`src/rtl/pwm_pkg.sv`:
```
// Shared definitions for the PWM generator / capture pair.
// PwmPeriod is the nominal generator period in clk cycles.
package pwm_pkg;

    localparam int DataWidth = 10;
    localparam int PwmPeriod = 2 ** DataWidth;

    typedef enum logic [1:0] {
        IDLE    = 2'd0,
        MEASURE = 2'd1,
        STUCK   = 2'd2
    } state_t;

endpackage

```
`src/rtl/sync_ff.sv`:
```
// Parameterised flop chain used to bring an asynchronous level into the clk domain.
// Every stage resets to 0.
module sync_ff #(
    parameter int Stages = 2
) (
    input  logic clk,
    input  logic rst_n,
    input  logic d,
    output logic q
);

    logic [Stages-1:0] chain_r;

    // shift the input through the synchronizer stages
    always_ff @(posedge clk or negedge rst_n) begin
        if (!rst_n) begin
            chain_r <= {Stages{1'b0}};
        end else begin
            chain_r <= {chain_r[Stages-2:0], d};
        end
    end

    assign q = chain_r[Stages-1];

endmodule

```
`src/rtl/pwm_capture.sv`:
```
// Measures period, high time and low time of an asynchronous PWM input and
// recovers the generator threshold; flags a stuck input through a period timeout.
module pwm_capture
    import pwm_pkg::*;
#(
    parameter int DataWidth     = pwm_pkg::DataWidth,
    parameter int CountWidth    = DataWidth + 1,
    parameter int SyncStages    = 2,
    parameter int TimeoutCycles = 2 ** CountWidth - 1
) (
    input  logic                  clk,
    input  logic                  rstN,
    input  logic                  pwmIn,
    output logic [CountWidth-1:0] period,
    output logic [CountWidth-1:0] highTime,
    output logic [CountWidth-1:0] lowTime,
    output logic [DataWidth-1:0]  treshold,
    output logic                  valid,
    output logic                  stuck
);

    localparam logic [CountWidth-1:0] CntMax     = {CountWidth{1'b1}};
    localparam logic [CountWidth-1:0] CntOne     = CountWidth'(1);
    localparam logic [CountWidth-1:0] CntZero    = {CountWidth{1'b0}};
    localparam logic [CountWidth-1:0] TimeoutVal = CountWidth'(TimeoutCycles);
    localparam logic [CountWidth-1:0] ThrLimit   = {{(CountWidth-DataWidth){1'b0}}, {DataWidth{1'b1}}};

    logic                  pwm_s;
    logic                  pwm_d_r;
    logic                  rise_s;
    state_t                state_r;
    logic [CountWidth-1:0] period_cnt_r;
    logic [CountWidth-1:0] high_cnt_r;
    logic                  pub_r;

    // low time clipped into the threshold range
    function automatic logic [DataWidth-1:0] sat_thr(input logic [CountWidth-1:0] v);
        if (v > ThrLimit) begin
            return {DataWidth{1'b1}};
        end else begin
            return v[DataWidth-1:0];
        end
    endfunction

    sync_ff #(
        .Stages(SyncStages)
    ) u_sync (
        .clk  (clk),
        .rst_n(rstN),
        .d    (pwmIn),
        .q    (pwm_s)
    );

    // one-cycle delayed copy of the synchronized input for edge detection
    always_ff @(posedge clk or negedge rstN) begin
        if (!rstN) begin
            pwm_d_r <= 1'b0;
        end else begin
            pwm_d_r <= pwm_s;
        end
    end

    assign rise_s = pwm_s & ~pwm_d_r;

    // measurement FSM: counters, stuck flag and the published measurement
    always_ff @(posedge clk or negedge rstN) begin
        if (!rstN) begin
            state_r      <= IDLE;
            period_cnt_r <= CntZero;
            high_cnt_r   <= CntZero;
            period       <= CntZero;
            highTime     <= CntZero;
            lowTime      <= CntZero;
            stuck        <= 1'b0;
            pub_r        <= 1'b0;
        end else begin
            pub_r <= 1'b0;
            case (state_r)
                IDLE: begin
                    if (rise_s) begin
                        state_r      <= MEASURE;
                        period_cnt_r <= CntOne;
                        high_cnt_r   <= CntOne;
                    end else begin
                        period_cnt_r <= CntZero;
                        high_cnt_r   <= CntZero;
                    end
                end
                MEASURE: begin
                    // an edge in the timeout cycle still counts as a normal period
                    if (rise_s) begin
                        period       <= period_cnt_r;
                        highTime     <= high_cnt_r;
                        lowTime      <= period_cnt_r - high_cnt_r;
                        pub_r        <= 1'b1;
                        period_cnt_r <= CntOne;
                        high_cnt_r   <= CntOne;
                    end else if (period_cnt_r == TimeoutVal) begin
                        period   <= TimeoutVal;
                        highTime <= pwm_s ? TimeoutVal : CntZero;
                        lowTime  <= pwm_s ? CntZero : TimeoutVal;
                        pub_r    <= 1'b1;
                        stuck    <= 1'b1;
                        state_r  <= STUCK;
                    end else begin
                        if (period_cnt_r != CntMax) begin
                            period_cnt_r <= period_cnt_r + CntOne;
                        end
                        if (pwm_s && (high_cnt_r != CntMax)) begin
                            high_cnt_r <= high_cnt_r + CntOne;
                        end
                    end
                end
                STUCK: begin
                    if (rise_s) begin
                        stuck        <= 1'b0;
                        period_cnt_r <= CntOne;
                        high_cnt_r   <= CntOne;
                        state_r      <= MEASURE;
                    end
                end
                default: begin
                    state_r      <= IDLE;
                    period_cnt_r <= CntZero;
                    high_cnt_r   <= CntZero;
                    stuck        <= 1'b0;
                end
            endcase
        end
    end

    // threshold and valid follow the published measurement by one cycle
    always_ff @(posedge clk or negedge rstN) begin
        if (!rstN) begin
            valid    <= 1'b0;
            treshold <= {DataWidth{1'b0}};
        end else begin
            valid <= pub_r;
            if (pub_r) begin
                treshold <= sat_thr(lowTime);
            end
        end
    end

endmodule

```
`config.mk`:
```
export PLATFORM = sky130hd
export DESIGN_NAME = pwm_capture
export DESIGN_NICKNAME = d
export VERILOG_FILES = /design/src/rtl/pwm_pkg.sv /design/src/rtl/sync_ff.sv /design/src/rtl/pwm_capture.sv
export SDC_FILE = /design/constraint.sdc
export NUM_CORES = 1
export LEC_CHECK = 0
export BUFFER_PORTS_ARGS = -buffer_cell sky130_fd_sc_hd__buf_2
export CELL_PAD_IN_SITES_DETAIL_PLACEMENT = 1
export CELL_PAD_IN_SITES_GLOBAL_PLACEMENT = 1
export CORE_AREA = 5 5 92 115
export CTS_CLUSTER_DIAMETER = 100
export DETAILED_ROUTE_END_ITERATION = 8
export DIE_AREA = 0 0 97 120
export GPL_ROUTABILITY_DRIVEN = 0
export HOLD_SLACK_MARGIN = 0.1
export PLACE_DENSITY = 0.82
export SLEW_MARGIN = 20
export SYNTH_ARGS = -nofsm -noshare
export SYNTH_HDL_FRONTEND = slang
export SYNTH_SLANG_ARGS = --single-unit
```
`constraint.sdc`:
```
create_clock -name clk -period 2.2 [get_ports clk]
set_input_delay 0.11 -clock clk [delete_from_list [all_inputs] [get_ports clk]]
set_output_delay 0.11 -clock clk [all_outputs]
set_load 0.01 [all_outputs]
```
==> metrics.csv, run 1 <==
stage;metric;value;unit
outcome;status;complete, no violations;
timing;max-slew-margin-rel;36.9;%
detailed_routing;detail-route-antenna-nets;0;
grt;grtUsageMet2;29.9;%
timing;holdWs;0.346;ns
power;power_switching;0.00161;W
placement;placedInstanceArea;0.00409;mm^2
detailed_routing;drt-wirelength-per-cell;17.1;um
critical_path;worst_ep_arrival_time;2.41;ns
final_layout;num_antenna_cells;0;
critical_path;reg2reg_to;lowTime[6]$_DFFE_PN0P_;
timing;max_clock_freq;457;MHz
synth;synth_enable_flop_cells;0;
clock_network;cts.htree.levels;3;
synth;netlist.area_leader.share;49.9;%
power;post-layout-total-power;0.00485;W
power;power_leakage;1.97;nW
critical_path;cp_slowest_stage_delay;0.38;ns
final_layout;net_count_reported_at_finish;447;
synth;combinational_family_with_the_most_area_after_synthesis;compound AO/OA/AOI/OAI gates;
power;vdd_ir_drop_max;0.000421;V
detailed_routing;initialDrtViolationCount;126;
timing;clock_skew;0.00526;ns
synth;yosys_most_used_dff;dfrtp_1;
synth;synthDominantAreaCellType;dfrtp_1;
synth;synth_mux_area_share;0.615;%
power;p_comb_share;34.9;%
placement;dp.final_hpwl;6980;um
clock_network;clock_sink_count;73;
synth;yosysSeqAreaShare;49.9;%
power;seq_power_share;36.5;%
grt;busiest_layer;met2;
power;swShare;33.1;%
placement;port_buffers;47;
critical_path;crit_chain;inv_1 > ha_2 > inv_2 > fa_2 > a211oi_4 > buf_4 > o21bai_1 > a21oi_1 > xor2_1 > nor2_1 > o22a_1;
floorplanning;die_area;0.0116;mm^2
timing;report.final.setup_viol;0;
grt;globalRouteMet3Util;3.66;%
floorplanning;core;0.00946;mm^2
critical_path;cpMaxStageDelayCell;dfrtp_1;
clock_network;clkLatencyLatePin;0.33;ns
critical_path;cp.required;2.42;ns
critical_path;critPathCaptureType;flop;
floorplanning;die_h;120;um
final_layout;layout.cells.most_common;dfrtp_1;
detailed_routing;totalWireLength;9580;um
final_layout;most-common-layout-cells;72 x dfrtp_1, 46 x o21ai_0, 46 x buf_2;
critical_path;timing.setup.critical_path_class;reg2reg;
clock_network;cts_inserted_buffers;9;
clock_network;tritoncts;done;
floorplanning;floorplan.initialDensity;38.7;%
timing;post-route-min-period;2.19;ns
critical_path;timing.critical_path.from;period_cnt_r[0]$_DFFE_PN0P_;
timing;maxSlewViolCount;0;
final_layout;syn2layout_area_growth;21.0;%
power;p_int;0.00325;W
synth;synthAdderAreaFrac;4.65;%
synth;synth_warnings;0;
grt;grt_remaining_overflow;0;
synth;yosys.area_share.xor_xnor;3.83;%
synth;postSynthNetCount;385;
power;pwr-share-clk;28.6;%
synth;synth_area_leaders;dfrtp_1 50%, o21ai_0 6.6%, ha_1 4.1%, nor2_1 3.7%, a21oi_1 3.6%;
power;power_density;1100;mW/mm^2
critical_path;worst-path-max-fanout;3;
clock_network;cts.clk_slew.worst_paths;0.06;ns
detailed_routing;drc_errors;0;
grt;grt_pass1_wl;16300;um
floorplanning;die_w;97;um
synth;syn-instance-count;369;
synth;async_flop_share;100;%
min_path;worstHoldPathType;reg2reg;
synth;synth.cell_area;0.00366;mm^2
synth;synth-seq-cells;73;
final_layout;filler_cell_count;1076;
grt;use_met1;20.7;%
detailed_routing;drtPass1Iterations;4;
synth;synth_compound_gate_area_share;21.4;%
grt;antenna_found_initial;0;
final_layout;regArea;0.00183;mm^2
critical_path;launch_instance_of_the_worst_register_to_register_path;period_cnt_r[0]$_DFFE_PN0P_;
clock_network;cts.root.buffer_cell;clkbuf_16;
floorplanning;rows;40;
critical_path;worst_setup_path_endpoint;lowTime[6]$_DFFE_PN0P_;
floorplanning;floorplan.io_pins;48;
synth;synth_simple_gate_area_share;15.3;%
grt;grt_max_degree;74;
timing;setup_repair_after_global_routing_missed_its_margin;yes;
critical_path;critical_path_source_type;flop;
timing;period_share;99.5;%
job;timing.max_cap.violations;0;
grt;grt_use_total;17.3;%
critical_path;cp_num_buf_inv;3;
synth;unique_masters_post_synth;57;
timing;worst_pin_slew;0.947;ns
critical_path;critical_path.top_delay_family;compound AO/OA/AOI/OAI gates;
detailed_routing;routed-via-count;3011;
final_layout;final_cell_area;0.00443;mm^2
synth;synthesis.area_per_instance;9.92;um^2
grt;grt_pass1_vias;3301;
critical_path;ff2ff_path_depth;11;
clock_network;clockBufferDepth;2;
critical_path;regToRegSetupSlack;0.01;ns
final_layout;layout_cell_share_with_drive_strength_beyond_1;23.2;%
timing;final_number_of_hold_violating_endpoints;0;
critical_path;cp_num_cells;11;
final_layout;multiInputGateArea;0.00170;mm^2
detailed_routing;vias_per_cell;5.37;
power by group through the flow:
stage          Combinational [W]  Clock (W)  Sequential [W]
3_3_place_gp             0.00149          0         0.00178
6_report                 0.00169    0.00139         0.00177
5_1_grt                  0.00187    0.00149         0.00181
2_1_floorplan           0.000952          0         0.00186
4_1_cts                  0.00162    0.00142         0.00177
3_5_place_dp             0.00154          0         0.00180
final cells by class:
type	instances	share of cell area [%]
flip-flops and latches	73	41.3
multi-input cells	265	38.4
repair buffers	68	9.04
clock buffers	11	5.26
well taps	126	3.56
inverters	14	1.47
clock inverters	4	1.02
state kept, by name, indices dropped and copies added, names as in the netlist:
signal / cells
period_cnt_r: 11
period: 11
lowTime: 11
highTime: 11
stuck: 1
high_cnt_r: 11
pub_r: 1
state_r: 2
u_sync.chain_r: 2
valid: 1
pwm_d_r: 1
treshold: 10
routing by layer:
metal	part of all wire, %	vias up	wire, um
met2	52	64	4960
met5	0	-	0
li1	-	1433	-
met1	42	1499	4010
met4	2.2	0	209
met3	4.1	15	391
synth_stat cells (4+ instances only):
library cell	instances
nand4_1	4
clkbuf_1	9
a21o_1	6
nand3_1	8
inv_1	13
nand2b_1	5
xnor2_1	9
nor2_1	36
nand2_1	31
a21oi_1	26
xor2_1	7
dfrtp_1	73
a31oi_1	5
o22a_1	14
ha_1	12
or3_1	7
o21ai_0	48
stage by stage:
| stage | setup WS [ns] | cells | setup TNS, ns | utilization [%] |
|---|---|---|---|---|
| 2_1_floorplan | 0.0531 | 369 | 0 | - |
| 3_3_place_gp | 0.0387 | 541 | 0 | 43.2 |
| 3_5_place_dp | -0.0341 | 541 | -0.0522 | 43.2 |
| 4_1_cts | 0.000205 | 560 | 0 | 46.5 |
| 5_1_grt | -0.109 | 561 | -0.152 | 46.8 |
| 6_report | 0.0106 | 561 | 0 | 46.8 |
cells by family after synthesis:
family          Yosys count
compound gates          123
xor+xnor                 16
fa+ha+maj                13
buf+inv                  31
flops                    73
mux                       2
simple gates            111
how the worst min path moves through the flow:
stage	startpoint	to	slack (ns)	cells past startpoint
6_report	u_sync.chain_r[0]$_DFF_PN0_	u_sync.chain_r[1]$_DFF_PN0_	0.35	0
2_1_floorplan	rstN	highTime[0]$_DFFE_PN0P_	-0.19	0
5_1_grt	u_sync.chain_r[0]$_DFF_PN0_	u_sync.chain_r[1]$_DFF_PN0_	0.36	0
3_3_place_gp	pwmIn	u_sync.chain_r[0]$_DFF_PN0_	0.22	1
3_5_place_dp	pwmIn	u_sync.chain_r[0]$_DFF_PN0_	0.22	1
4_1_cts	u_sync.chain_r[0]$_DFF_PN0_	u_sync.chain_r[1]$_DFF_PN0_	0.35	0
repair_timing:
| action | in CTS | in global routing |
|---|---|---|
| pin swaps | 1 | 10 |
| hold endpoints to repair | 74 | 0 |
| hold buffers | 2 | 0 |
| setup buffers | 2 | 1 |
| gates resized for setup | 1 | 8 |
| setup endpoints to repair | 2 | 5 |
No activity file was read; power rests on OpenSTA's default activity.
==> run 2, diff against run 1 <==
CELL_PAD_IN_SITES_DETAIL_PLACEMENT = 0   (was 1)
==> run 2 against run 1 <==
Utilization increased by 0.093 points. Combinational power fell by 7%. Fmax increased by 6.6%. Largest power group unchanged. Clock-buffer cell count is the same. Wire length decreased by 11%. Cell count decreased by 0.36%. Critical endpoint is now lowTime[10]$_DFFE_PN0P_. Hold slack better by 0.0022 ns. Sequential share of layout area shrank 0.11 points.
==> metrics.csv, run 2 (synthesis gave the netlist of run 1 again) <==
stage;metric;value;unit;change
critical_path;critPathCaptureType;flop;;
outcome;status;complete, no violations;;
placement;dpl.cell_count;541;;unchanged
floorplanning;rows;40;;unchanged
grt;antenna_found_initial;0;;unchanged
timing;maxSlewViolCount;0;;unchanged
timing;report.final.setup_viol;0;;unchanged
clock_network;clkLatencyLatePin;0.33;ns;about the same
timing;max-slew-margin-rel;37.0;%;+0.085 points
final_layout;syn2layout_area_growth;21.2;%;
critical_path;cp.required;2.42;ns;about the same
timing;period_share;93.4;%;-6.2 points
power;power_leakage;1.98;nW;+0.17%
clock_network;cts.root.buffer_cell;clkbuf_16;;
floorplanning;core;0.00946;mm^2;unchanged
clock_network;cts.htree.levels;3;;unchanged
detailed_routing;drtPass1Iterations;4;;unchanged
critical_path;reg2reg_to;lowTime[10]$_DFFE_PN0P_;;
final_layout;regArea;0.00183;mm^2;about the same
timing;finalSetupTns;0;ns;unchanged
final_layout;layout.cells.most_common;dfrtp_1;;
critical_path;regToRegSetupSlack;0.15;ns;+0.14 ns
floorplanning;die_area;0.0116;mm^2;unchanged
critical_path;worst_ep_arrival_time;2.27;ns;-0.14 ns
min_path;min_to;u_sync.chain_r[1]$_DFF_PN0_;;
critical_path;ff2ff_path_depth;10;;-1
floorplanning;floorplan.initialDensity;38.7;%;unchanged
timing;worst_pin_slew;0.945;ns;-0.00128 ns
final_layout;filler_cell_count;901;;-16%
timing;final_number_of_hold_violating_endpoints;0;;unchanged
grt;grt_remaining_overflow;0;;unchanged
grt;grt_pass1_wl;14600;um;-11%
clock_network;clock_sink_count;73;;unchanged
clock_network;cts_inserted_buffers;9;;unchanged
final_layout;final_cell_area;0.00444;mm^2;+0.20%
critical_path;launch_instance_of_the_worst_register_to_register_path;period_cnt_r[0]$_DFFE_PN0P_;;
power;power_density;1080;mW/mm^2;-1.2%
min_path;worstHoldPathType;reg2reg;;
detailed_routing;initialDrtViolationCount;98;;-22%
critical_path;cpMaxStageDelayCell;dfrtp_1;;
floorplanning;die_w;97;um;unchanged
detailed_routing;drt-wirelength-per-cell;15.3;um;-10%
final_layout;multiInputGateArea;0.00170;mm^2;+0.22%
critical_path;cp_slowest_stage_delay;0.37;ns;about the same
clock_network;cts.clk_slew.worst_paths;0.06;ns;about the same
timing;clock_skew;0.00509;ns;-0.000170 ns
critical_path;crit_chain;inv_1 > ha_2 > inv_2 > fa_2 > a211oi_4 > o21ai_2 > a31oi_1 > xnor2_1 > nor2_1 > o22a_1;;
min_path;holdPathStages;0;;unchanged
detailed_routing;vias_per_cell;5.22;;-2.8%
placement;dp.final_hpwl;6120;um;-12%
grt;grt_use_total;15.6;%;-1.7 points
critical_path;critical_path_source_type;flop;;
final_layout;net_count_reported_at_finish;444;;-0.67%
detailed_routing;routed-via-count;2916;;-3.2%
final_layout;most-common-layout-cells;73 x dfrtp_1, 46 x o21ai_0, 46 x buf_2;;
placement;port_buffers;47;;unchanged
clock_network;post-cts-setup-buffer-count;0;;-2
detailed_routing;drc_errors;0;;unchanged
detailed_routing;totalWireLength;8560;um;-11%
critical_path;critical_path.top_delay_family;compound AO/OA/AOI/OAI gates;;
timing;max_clock_freq;487;MHz;+6.6%
critical_path;cp_num_buf_inv;2;;-1
grt;grt_max_degree;74;;unchanged
timing;holdWs;0.348;ns;+0.00221 ns
critical_path;timing.setup.critical_path_class;reg2reg;;
job;timing.max_cap.violations;0;;unchanged
floorplanning;die_h;120;um;unchanged
floorplanning;floorplan.io_pins;48;;unchanged
placement;placedInstanceArea;0.00409;mm^2;unchanged
min_path;worst_hold_startpoint;u_sync.chain_r[0]$_DFF_PN0_;;
detailed_routing;detail-route-antenna-nets;0;;unchanged
clock_network;tritoncts;done;;
final_layout;layout_cell_share_with_drive_strength_beyond_1;23.3;%;+0.11 points
final_layout;num_antenna_cells;0;;unchanged
timing;post-route-min-period;2.05;ns;-0.136 ns
final_layout;post_layout_nonfiller_instances;559;;-0.36%
power;vdd_ir_drop_max;0.000446;V;+6.0%
grt;grt_pass1_vias;2971;;-10%
final_layout;final_core_util;46.9;%;+0.093 points
critical_path;worst-path-max-fanout;3;;unchanged
clock_network;clockBufferDepth;2;;unchanged
==> run 2: cell types whose count changed in the layout (fill, tap and decap cells not counted), sizes merged <==
| cell | before | now |
|---|---|---|
| buf | 66 | 63 |
| clkinv | 4 | 5 |
==> run 2: worst max-delay path by stage <==
stage                                      from                 endpoint  slack, ns  cells after the start
floorplan           period_cnt_r[0]$_DFFE_PN0P_   lowTime[8]$_DFFE_PN0P_       0.05                     10
global placement    period_cnt_r[0]$_DFFE_PN0P_   lowTime[8]$_DFFE_PN0P_       0.04                     10
detailed placement  period_cnt_r[0]$_DFFE_PN0P_   lowTime[8]$_DFFE_PN0P_      0.006                     10
CTS                 period_cnt_r[0]$_DFFE_PN0P_   lowTime[8]$_DFFE_PN0P_       0.02                     10
global route        period_cnt_r[0]$_DFFE_PN0P_  lowTime[10]$_DFFE_PN0P_     -0.009                     10
finish              period_cnt_r[0]$_DFFE_PN0P_  lowTime[10]$_DFFE_PN0P_       0.15                     10
==> run 2: power by group <==
part	leakage, nW	internal [W]	total [W]	switching, W
registers	0.882	0.00158	0.00176	0.000186
logic	0.938	0.000741	0.00157	0.000828
clock network	0.155	0.000934	0.00147	0.000538
total	1.98	0.00325	0.00480	0.00155
==> run 2: stage by stage <==
step | setup slack, ns | power [W]
CTS | 0.0237 | 0.00479
finish | 0.146 | 0.00480
floorplan | 0.0531 | 0.00281
global placement | 0.0387 | 0.00327
detailed placement | 0.00581 | 0.00328
global route | -0.00897 | 0.00514
==> run 2: layout make-up <==
class / count / area share (%)
flip-flops and latches: 73 / 41.2
multi-input cells: 265 / 38.4
clock buffers: 11 / 5.70
repair buffers: 65 / 8.52
clock inverters: 5 / 1.21
inverters: 14 / 1.47
well taps: 126 / 3.55
==> run 2: what timing repair did <==
item / CTS / global route
resized for setup: 0 / 9
hold endpoints to repair: 74 / 0
hold buffers: 2 / 0
endpoints found under the setup margin: 1 / 7
pin swaps: 1 / 6
==> run 2: routing by layer <==
metal | up-vias | share of wire (%) | track usage [%]
met2 | 56 | 49 | 25.3
li1 | 1440 | - | -
met5 | - | 0 | 0
met4 | 0 | 2.5 | 8.17
met1 | 1404 | 44 | 19.1
met3 | 16 | 4.1 | 4.07
==> run 3, diff against run 2 <==
CORE_AREA = 5 5 85 106   (was 5 5 92 115)
DIE_AREA = 0 0 90 111   (was 0 0 97 120)
PLACE_DENSITY = 0.9   (was 0.82)
clock period = 2.53 ns   (was 2.2 ns; I/O delays follow)
==> run 3 against run 2 <==
Register-to-register slack better by 0.05 ns. Fmax down 12%. Wire length down 2.9%. Largest power group unchanged. Critical endpoint is now lowTime[8]$_DFFE_PN0P_. Non-clock buffer count down 10. Critical path depth unchanged. Total power down 19%. Combinational power down 21%.
==> metrics.csv, run 3 (synthesis gave the netlist of run 1 again) <==
stage;metric;value;unit;change
outcome;status;complete, no violations;;
power;vdd_ir_drop_max;0.000613;V;+37%
critical_path;worst_ep_arrival_time;2.58;ns;+0.31 ns
clock_network;cts.root.buffer_cell;clkbuf_8;;
clock_network;clock_sink_count;73;;unchanged
timing;max-slew-margin-rel;38.2;%;+1.2 points
timing;holdWs;0.350;ns;+0.00241 ns
clock_network;tritoncts;done;;
floorplanning;floorplan.io_pins;48;;unchanged
critical_path;cp_slowest_stage_delay;0.44;ns;+0.07 ns
detailed_routing;drc_errors;0;;unchanged
final_layout;net_count_reported_at_finish;434;;-2.3%
critical_path;critical_path.top_delay_family;compound AO/OA/AOI/OAI gates;;
min_path;min_to;u_sync.chain_r[1]$_DFF_PN0_;;
grt;antenna_found_initial;0;;unchanged
timing;post-route-min-period;2.34;ns;+0.282 ns
timing;worst_pin_slew;0.917;ns;-0.0281 ns
timing;max_clock_freq;428;MHz;-12%
final_layout;layout.cells.most_common;dfrtp_1;;
final_layout;most-common-layout-cells;73 x dfrtp_1, 47 x o21ai_0, 47 x buf_2;;
min_path;worstHoldPathType;reg2reg;;
job;timing.max_cap.violations;0;;unchanged
grt;globalRouteMet3Util;3.53;%;-0.54 points
clock_network;cts.htree.levels;3;;unchanged
critical_path;ff2ff_path_depth;10;;unchanged
grt;busiest_layer;met2;;
final_layout;filler_cell_count;699;;-22%
grt;use_met1;22.4;%;+3.4 points
critical_path;critical_path_source_type;flop;;
power;power_leakage;1.88;nW;-4.9%
grt;grt_max_degree;74;;unchanged
grt;grt_remaining_overflow;0;;unchanged
final_layout;final_core_util;54.2;%;+7.3 points
critical_path;worst-path-max-fanout;5;;+2
placement;dp.final_hpwl;6050;um;-1.2%
placement;port_buffers;47;;unchanged
final_layout;syn2layout_area_growth;15.4;%;
min_path;holdPathStages;0;;unchanged
detailed_routing;routed-via-count;2888;;-0.96%
critical_path;crit_chain;inv_1 > ha_1 > inv_1 > fa_1 > a211oi_2 > o21ai_1 > a31oi_1 > xor2_1 > nor2_1 > o22a_1;;
final_layout;layout_cell_share_with_drive_strength_beyond_1;19.7;%;-3.7 points
grt;grt_pass1_wl;14200;um;-3.1%
grt;grt_use_total;17.2;%;+1.6 points
timing;period_share;92.3;%;-1.0 points
detailed_routing;detail-route-antenna-nets;0;;unchanged
floorplanning;die_h;111;um;-7.5%
timing;report.final.setup_viol;0;;unchanged
min_path;worst_hold_startpoint;u_sync.chain_r[0]$_DFF_PN0_;;
critical_path;cp_num_cells;10;;unchanged
timing;final_number_of_hold_violating_endpoints;0;;unchanged
grt;grt_pass1_vias;2840;;-4.4%
critical_path;cp.required;2.77;ns;+0.35 ns
critical_path;critPathCaptureType;flop;;
power;power_density;920;mW/mm^2;-15%
critical_path;cpMaxStageDelayCell;dfrtp_1;;
grt;grtUsageMet2;27.3;%;+2.1 points
clock_network;cts.clk_slew.worst_paths;0.07;ns;about the same
clock_network;cts_inserted_buffers;9;;unchanged
detailed_routing;initialDrtViolationCount;182;;+86%
detailed_routing;vias_per_cell;5.59;;+7.1%
critical_path;reg2reg_to;lowTime[8]$_DFFE_PN0P_;;
detailed_routing;drt-wirelength-per-cell;16.1;um;+5.0%
floorplanning;rows;36;;-10%
detailed_routing;totalWireLength;8320;um;-2.9%
critical_path;regToRegSetupSlack;0.19;ns;+0.05 ns
timing;clock_skew;0.00898;ns;+0.00389 ns
critical_path;launch_instance_of_the_worst_register_to_register_path;period_cnt_r[0]$_DFFE_PN0P_;;
clock_network;clkLatencyLatePin;0.35;ns;+0.02 ns
power;post-layout-total-power;0.00389;W;-19%
timing;setup_repair_after_global_routing_missed_its_margin;no;;
timing;finalSetupTns;0;ns;unchanged
floorplanning;floorplan.initialDensity;47.0;%;+8.3 points
floorplanning;core;0.00779;mm^2;-18%
critical_path;critPathMostFrequentCell;inv_1;;
critical_path;timing.setup.critical_path_class;reg2reg;;
floorplanning;die_area;0.00999;mm^2;-14%
final_layout;num_antenna_cells;0;;unchanged
timing;maxSlewViolCount;0;;unchanged
floorplanning;die_w;90;um;-7.2%
critical_path;cp_num_buf_inv;2;;unchanged
clock_network;clockBufferDepth;2;;unchanged
detailed_routing;drtPass1Iterations;4;;unchanged
==> run 3: cell types whose count changed in the layout (fill, tap and decap cells not counted), sizes merged <==
cell	before	now
buf	63	53
bufinv	1	3
clkbuf	11	10
clkinv	5	1
clkinvlp	0	2
==> run 3: power by group <==
part           total (W)  internal (W)  switching, W
clock network    0.00107      0.000650      0.000423
registers        0.00157       0.00137      0.000206
logic            0.00124      0.000573      0.000667
total            0.00389       0.00259       0.00130
==> run 3: how the worst max path moves through the flow <==
stage / start / end / slack [ns]
2_1_floorplan: period_cnt_r[0]$_DFFE_PN0P_ / lowTime[8]$_DFFE_PN0P_ / 0.31
3_3_place_gp: period_cnt_r[0]$_DFFE_PN0P_ / lowTime[8]$_DFFE_PN0P_ / 0.20
3_5_place_dp: period_cnt_r[0]$_DFFE_PN0P_ / lowTime[8]$_DFFE_PN0P_ / 0.14
4_1_cts: period_cnt_r[0]$_DFFE_PN0P_ / lowTime[8]$_DFFE_PN0P_ / 0.12
5_1_grt: period_cnt_r[1]$_DFFE_PN0P_ / lowTime[9]$_DFFE_PN0P_ / 0.02
6_report: period_cnt_r[0]$_DFFE_PN0P_ / lowTime[8]$_DFFE_PN0P_ / 0.19
==> run 3: final cells by class <==
class                      instances  area (um^2)  area share (%)
clock buffer                      10          128            3.02
clock inverter                     5          105            2.49
inverter                          14         65.1            1.54
multi-input combinational        265         1680            39.8
sequential                        73         1830            43.2
tap                               95          119            2.81
timing repair buffer              55          300            7.11
==> run 3: stage by stage <==
step           setup WS (ns)  cell area (um^2)  instances
6_report               0.194              4220        517
5_1_grt               0.0167              4220        517
4_1_cts                0.124              4220        517
3_5_place_dp           0.143              3970        500
3_3_place_gp           0.200              3970        500
2_1_floorplan          0.311              3660        369
==> run 3: per-layer routing <==
layer / vias up / share of wire, %
li1: 1409 / -
met1: 1391 / 43
met2: 72 / 50
met3: 16 / 4.8
met4: 0 / 2.3
met5: - / 0
==> run 3: what timing repair did <==
action | CTS | global route
resized for setup | 0 | 2
hold endpoints to repair | 74 | 0
buffers inserted | 0 | 0
hold buffers | 2 | 0
setup endpoints to repair | 0 | 2
==> run 3: worst register-to-register path: cells and delay by family, from the launching register on <==
| family | cells | cell delay (ns) |
|---|---|---|
| DFF | 1 | 0.44 |
| adders and majority gates | 2 | 0.59 |
| AOI/OAI and AO/OA | 4 | 0.86 |
| and+or+nand+nor | 1 | 0.06 |
| buffers and inverters | 2 | 0.13 |
| xor gates and xnor gates | 1 | 0.16 |
